<file path="src/rtl/cost_rom_arbiter.sv">
// Round-robin arbiter sharing one cost-ROM lookup port between NREQ search engines,
// with burst lock and fixed-latency response routing. Optional COST_ARB_STATS_EN adds grant counters.
module cost_rom_arbiter #(
    parameter int NREQ     = 4,
    parameter int ROM_LAT  = 1,
    parameter int MAX_LOCK = 8
) (
    input  logic                 CLK,
    input  logic                 RST,
    input  logic [NREQ-1:0]      req,
    input  logic [3*NREQ-1:0]    req_w,
    input  logic [3*NREQ-1:0]    req_j,
    input  logic [NREQ-1:0]      lock,
    output logic [NREQ-1:0]      gnt,
    output logic [2:0]           W,
    output logic [2:0]           J,
    input  logic [6:0]           Cost,
    output logic [NREQ-1:0]      rsp_valid,
    output logic [6:0]           rsp_cost,
    output logic                 busy,
    output logic [16*NREQ-1:0]   stat_cnt
);

    localparam int IDW   = $clog2(NREQ);
    localparam int DEPTH = ROM_LAT + 1;

    typedef enum logic {ARB, LOCKED} state_t;

    state_t           state;
    logic [IDW-1:0]   ptr;
    logic [IDW-1:0]   owner;
    logic [3:0]       lock_cnt;
    logic [IDW-1:0]   winner;
    logic [IDW-1:0]   cand;
    logic             found;
    logic             accept;

    logic [DEPTH-1:0] tag_vld_p;
    logic [IDW-1:0]   tag_id_p [DEPTH];

    function automatic logic [IDW-1:0] next_id(input logic [IDW-1:0] x);
        return (int'(x) == NREQ - 1) ? '0 : x + 1'b1;
    endfunction

    function automatic logic [15:0] sat_inc(input logic [15:0] v);
        return (v == 16'hFFFF) ? v : v + 16'd1;
    endfunction

    always_comb begin
        found  = 1'b0;
        winner = '0;
        cand   = '0;
        for (int k = 0; k < NREQ; k++) begin
            cand = IDW'((int'(ptr) + k) % NREQ);
            if (!found && req[cand]) begin
                found  = 1'b1;
                winner = cand;
            end
        end
        // While locked only the owner competes; everyone else is masked.
        if (state == LOCKED) begin
            found  = req[owner];
            winner = owner;
        end
        accept = found && !RST;
        gnt    = '0;
        if (accept) gnt[winner] = 1'b1;
    end

    always_ff @(posedge CLK or posedge RST) begin
        if (RST) begin
            state    <= ARB;
            ptr      <= '0;
            owner    <= '0;
            lock_cnt <= '0;
        end else begin
            case (state)
                ARB: begin
                    if (accept) begin
                        if (lock[winner] && MAX_LOCK > 1) begin
                            state    <= LOCKED;
                            owner    <= winner;
                            lock_cnt <= 4'd1;
                        end else begin
                            ptr <= next_id(winner);
                        end
                    end
                end
                LOCKED: begin
                    if (!req[owner]) begin
                        state    <= ARB;
                        ptr      <= next_id(owner);
                        lock_cnt <= '0;
                    end else if (lock[owner] && ({1'b0, lock_cnt} + 5'd1) < 5'(MAX_LOCK)) begin
                        lock_cnt <= lock_cnt + 4'd1;
                    end else begin
                        state    <= ARB;
                        ptr      <= next_id(owner);
                        lock_cnt <= '0;
                    end
                end
                default: state <= ARB;
            endcase
        end
    end

    // Stage p0: operand register to ROM and tag push; head of tag pipe lines up with Cost.
    always_ff @(posedge CLK or posedge RST) begin
        if (RST) begin
            W         <= '0;
            J         <= '0;
            tag_vld_p <= '0;
            for (int k = 0; k < DEPTH; k++) tag_id_p[k] <= '0;
            rsp_valid <= '0;
            rsp_cost  <= '0;
        end else begin
            if (accept) begin
                W <= req_w[int'(winner)*3 +: 3];
                J <= req_j[int'(winner)*3 +: 3];
            end
            tag_vld_p[0] <= accept;
            tag_id_p[0]  <= winner;
            for (int k = 1; k < DEPTH; k++) begin
                tag_vld_p[k] <= tag_vld_p[k-1];
                tag_id_p[k]  <= tag_id_p[k-1];
            end
            rsp_valid <= '0;
            if (tag_vld_p[DEPTH-1]) begin
                rsp_valid[tag_id_p[DEPTH-1]] <= 1'b1;
                rsp_cost                     <= Cost;
            end
        end
    end

    assign busy = (|tag_vld_p) | (|rsp_valid);

`ifdef COST_ARB_STATS_EN
    logic [15:0] cnt [NREQ];

    always_ff @(posedge CLK or posedge RST) begin
        if (RST) begin
            for (int k = 0; k < NREQ; k++) cnt[k] <= '0;
        end else if (accept) begin
            cnt[winner] <= sat_inc(cnt[winner]);
        end
    end

    always_comb begin
        stat_cnt = '0;
        for (int k = 0; k < NREQ; k++) stat_cnt[16*k +: 16] = cnt[k];
    end
`else
    assign stat_cnt = '0;
`endif

endmodule

</file>
<file path="config.mk">
export PLATFORM = sky130hd
export DESIGN_NAME = cost_rom_arbiter
export DESIGN_NICKNAME = d
export VERILOG_FILES = /design/src/rtl/cost_rom_arbiter.sv
export SDC_FILE = /design/constraint.sdc
export NUM_CORES = 1
export LEC_CHECK = 0
export CAP_MARGIN = 0
export CELL_PAD_IN_SITES_DETAIL_PLACEMENT = 1
export CELL_PAD_IN_SITES_GLOBAL_PLACEMENT = 1
export CORE_UTILIZATION = 31
export DETAILED_ROUTE_END_ITERATION = 8
export PLACE_DENSITY_LB_ADDON = 0.1
export SLEW_MARGIN = 10
export SYNTH_ARGS = -nofsm -noshare
export SYNTH_HDL_FRONTEND = slang
export SYNTH_SLANG_ARGS = --single-unit
</file>
<file path="constraint.sdc">
create_clock -name CLK -period 6.7 [get_ports CLK]
set_input_delay 2.01 -clock CLK [delete_from_list [all_inputs] [get_ports CLK]]
set_output_delay 2.01 -clock CLK [all_outputs]
set_load 0.02 [all_outputs]
</file>
# --- Word-level counts from Yosys, hierarchy flattened ---
# Index checks and enable logic that the tools add are counted.
classes:
  addsub: 7
  n_mul: 1
  order_cmp: 10
  n_eq_ne: 6
  shifts: 2
  muxes: 47
  bitwise: 2
  reduce_logical: 16
ops:
  columns: ["cell", "n"]
  rows:
  - ["$shiftx A12 B32 Y3", 1]
  - ["$mux W4", 6]
  - ["$mux W2", 11]
  - ["$lt A2 B3 Y1 const B", 7]
  - ["$mux W1", 18]
  - ["$bmux W1 S2", 7]
  - ["$shiftx A12 B5 Y3", 1]
  - ["$pmux W4 S2", 1]
  - ["$logic_and A1 B1 Y1", 7]
  - ["$add A2 B1 Y2 const B", 3]
  - ["$ne A2 B2 Y1 const B", 3]
  - ["$reduce_and A3 Y1", 2]
  - ["$add A4 B1 Y5 const B", 1]
  - ["$lt A5 B4 Y1 const B", 1]
  - ["$add A2 B2 Y2 const B", 2]
  - ["$add A4 B1 Y4 const B", 1]
  - ["$demux W1 S2", 2]
  - ["$eq A2 B1 Y1 const B", 2]
  - ["$ge A2 B1 Y1 const B", 2]
  - ["$logic_not A1 Y1", 4]
  - ["$mul A2 B2 Y4 const B", 1]
  - ["$pmux W2 S2", 1]
  - ["$reduce_or A4 Y1", 1]
  - ["$ne A3 B3 Y1 const B", 1]
  - ["other kinds (5)", 5]
word_totals:
  ff_bits: 32
  inputBits: 41
  output_inout_bits: 86

# --- Logic depth before layout (Yosys ltp) ---
depth:
  depth_word: 18
  depth_mapped: 9

# --- Worst setup path after synthesis ---
# No wires, ideal clock.
synth_timing:
  path_type: "input port to output port"
  startpoint: "in req[2]"
  endpoint: "out gnt[3]"
  arrival_time_ns: 3.244
  t_required_ns: 4.690
  setup_slack_ns: 1.446
  stages: 6
  n_path_buf: 1
  path_cell_list: "nor2b_4 a221oi_2 o31ai_4 buf_6 ha_1 and2_1"
synth_between:
  elab_chain_len: 18
synth_rtl:
  columns: ["item", "line_no", "rtl"]
  rows:
  - ["from (decl)", "10", "input logic [NREQ-1:0] req,"]
  - ["$bmux W1 S2", "55", "if (!found && req[cand]) begin"]
  - ["$mux W1 (implied by the code)", "55", null]
  - ["$mux W1", "55", null]
  - ["$logic_not A1 Y1", "55", null]
  - ["$logic_and A1 B1 Y1", "55", null]
  - ["$mux W1", "55", null]
  - ["$logic_not A1 Y1", "55", null]
  - ["$logic_and A1 B1 Y1", "55", null]
  - ["[3 not listed]", null, null]
  - ["$mux W2 *", "55", null]
  - ["$mux W2 *", "61", "if (state == LOCKED) begin"]
  - ["via winner[1]", "33", "logic [IDW-1:0] winner;"]
  - ["$lt A2 B3 Y1 (implied by the code) / $ge A2 B1 Y1 (equally long branches)", "67", "if (accept) gnt[winner] = 1'b1;"]
  - ["$logic_and A1 B1 Y1 (implied by the code)", "67", null]
  - ["$mux W1 (implied by the code)", "67", null]
  - ["$demux W1 S2 *", "67", null]
  - ["$mux W4 *", "67", null]
  - ["to (decl)", "14", "output logic [NREQ-1:0] gnt,"]
# Mark *: on every way through the listed nets, which the timed path passes. The rest lies on a longest branch. The select of a mux whose other input is x is not followed.

# --- Worst setup path in the final report ---
layout_timing:
  startpoint: "in req[2]"
  endpoint: "out gnt[0]"
# The elaborated chain is that of the path after synthesis.

==> impl_metrics.ini <==
[status]
status = completed

[sta]
tns_ns = 0
hold_violations = 0
period_share = 0.952
setup_violations = 0
rsz0062_at_grt = no
drv_slew = 0
finClkSkew_ns = 0.00933
max_freq_mhz = 157
period_needed_ns = 6.38

[critical_path]
crit_path_frequent_cell = clkdlybuf4s50_1
cp-start-kind = input port
end_kind = primary output
path_cells = clkdlybuf4s50_1 -> mux2i_1 -> o32ai_1 -> nor2_1 -> bufinv_8 -> ha_1 -> and2_1 -> clkdlybuf4s50_1
critPathArrivalTime_ns = 4.37
path_buf_inv = 3
critPathTopFamily = buffers and inverters
cp.required_ns = 4.69
slowest_delay_ns = 0.60
cp_max_fo = 8
critical-path-slowest-cell = clkdlybuf4s50_1
crit_type = input port to primary output

[clock_network]
cts.sinks = 32
ctsResizeCount = 0
htree_levels = 2
worstSkewPairLatency_ns = 0.29
ctsHoldBuffers = 0
post-cts-setup-buffers = 0
clk_pin_slew_worst_paths_ns = 0.07
cts_buffers = 5
clock_path_buffers = 2
cts_tree = done
cts-root-buf = clkbuf_8

[layout]
regArea_sq_um = 801
area_growth_pct = 26.6
layout-drive-gt1-share = 0.134
multi_input_area_sq_um = 1230
stdcell_area_sq_um = 2970
diodes = 0
finalNetCount = 338
fillers = 869

[yosys]
synthFlopType = dfrtp_1
syn_inst = 222
synth_edf_count = 0
avgSynthCellArea_sq_um = 10.6
netlist_area_sq_um = 2350
synth-seq-area-share = 0.341
synth-seq-cells = 32
yosys_warnings = 0
ys_async_sr_fraction = 1.00
synth_cell_types = 48

[power]
vdd_drop_max_mv = 0.136
p_per_area_nw_per_um2 = 371
p_leak_nw = 1.40

[die]
initial_utilization = 0.322
dieHeight_um = 89.0
die_w_um = 89.0
design.core.area_sq_um = 7290
ios = 127
rows = 31
die-area_sq_um = 7920

[min_path]
hp-class = flip-flop to flip-flop

[place]
dp_hpwl_um = 3990
place.gp.congestion = 0.773
dpl-instance-area_sq_um = 2860
port_buffers = 62

[drt]
drc = 0
first_pass_iters = 4
wire_per_inst_um = 12.7
vias = 1625
wl_um = 4970
drt_iter0_drc = 25
via_per_inst = 4.16
drtAntennaViolNets = 0

[flow_run]
max_cap_violations = 0

[grt]
grt_pass1_wl_um = 7560
grt_start_max_net_pins = 29
overflow = 0
grt_antenna_before_repair = 0
grt_pass1_vias = 1549
grt_util_all_layers = 0.128
[sequential cells by signal, summed over array words and instances (netlist names)]
| signal | cells |
|---|---|
| J | 3 |
| W | 3 |
| lock_cnt | 4 |
| owner | 2 |
| ptr | 2 |
| rsp_cost | 7 |
| rsp_valid | 4 |
| state | 1 |
| tag_id_p | 4 |
| tag_vld_p | 2 |
[layout by cell type (no fill, tap or decap), types with 5 or more instances in the layout]
master and instances:
and2_1 9, buf_4 5, clkbuf_8 5, clkdlybuf4s50_1 62
conb_1 64, dfrtp_1 32, ha_1 6, mux2_2 13
mux2i_1 22, nand2_1 8, nand3_1 5, nor2_1 7
[area by class of cell]
type                       instances  share of cell area
clock buffer                       5              0.0232
clock inverter                     3              0.0143
inverter                           7              0.0143
multi-input combinational        178               0.415
sequential                        32               0.270
tap                               99              0.0417
timing repair buffer              67               0.222
[routing by layer]
layer | wire length [um] | vias up | GRT usage
li1 | - | 780 | -
met1 | 2100 | 769 | 0.155
met2 | 2490 | 71 | 0.222
met3 | 318 | 5 | 0.0369
met4 | 65 | 0 | 0.0390
met5 | 0 | - | 0
[synth_stat cells (2+ instances only)]
master / count / area [sq um]
a21oi_1: 2 / 10.0
mux2_4: 2 / 30.0
nand2b_1: 4 / 25.0
nor2_1: 7 / 26.3
inv_1: 4 / 15.0
buf_2: 2 / 10.0
nand3_1: 5 / 25.0
mux2i_1: 22 / 220
dfrtp_1: 32 / 801
nor3b_1: 2 / 15.0
mux2_2: 13 / 146
a21o_1: 2 / 15.0
and2_1: 9 / 56.3
nand4_1: 2 / 12.5
o21ai_0: 4 / 20.0
ha_1: 6 / 75.1
buf_4: 64 / 480
and3_1: 2 / 12.5
nand2_1: 8 / 30.0
nand3_2: 2 / 20.0
[cells by family (layout without fill, tap and decap cells)]
kind of cell / after synthesis / in the layout / synth area share
muxes: 39 / 39 / 0.190
DFF: 32 / 32 / 0.341
buffers and inverters: 75 / 82 / 0.234
AOI/OAI and AO/OA: 21 / 21 / 0.0773
other: 1 / 64 / 0.00160
and+or+nand+nor: 48 / 48 / 0.124
adders and majority gates: 6 / 6 / 0.0320
[path summary, 6_finish.rpt]
path | start | endpoint | slack [ns] | depth (start not counted)
setup / recovery | req[2] | gnt[0] | 0.32 | 8
hold / removal | tag_id_p[2] | tag_id_p[0] | 0.36 | 0
setup reg to reg | state | owner[0] | 4.33 | 6
hold reg to reg | tag_id_p[2] | tag_id_p[0] | 0.36 | 0
max in group asynchronous | RST | ptr[0] | 4.06 | 3
min in group asynchronous | RST | rsp_cost[5] | 2.04 | 2
[through the flow]
step	worst slack, ns	hold WS [ns]	util	total power, mW	std cells
3_5_place_dp	0.314	0.340	0.392	0.933	383
6_report	0.320	0.357	0.407	1.10	391
2_1_floorplan	1.45	0.331	-	0.750	285
4_1_cts	0.323	0.358	0.407	1.13	391
5_1_grt	0.183	0.361	0.407	1.18	391
3_3_place_gp	0.353	0.333	0.392	0.930	383
[where the power goes]
part | switching (mW) | internal (mW) | total [mW] | leakage [nW]
logic | 0.294 | 0.290 | 0.584 | 0.951
clock network | 0.0754 | 0.110 | 0.185 | 0.0541
registers | 0.0685 | 0.265 | 0.334 | 0.391
total | 0.438 | 0.665 | 1.10 | 1.40
Note: power is estimated with default switching activity, not from simulation.
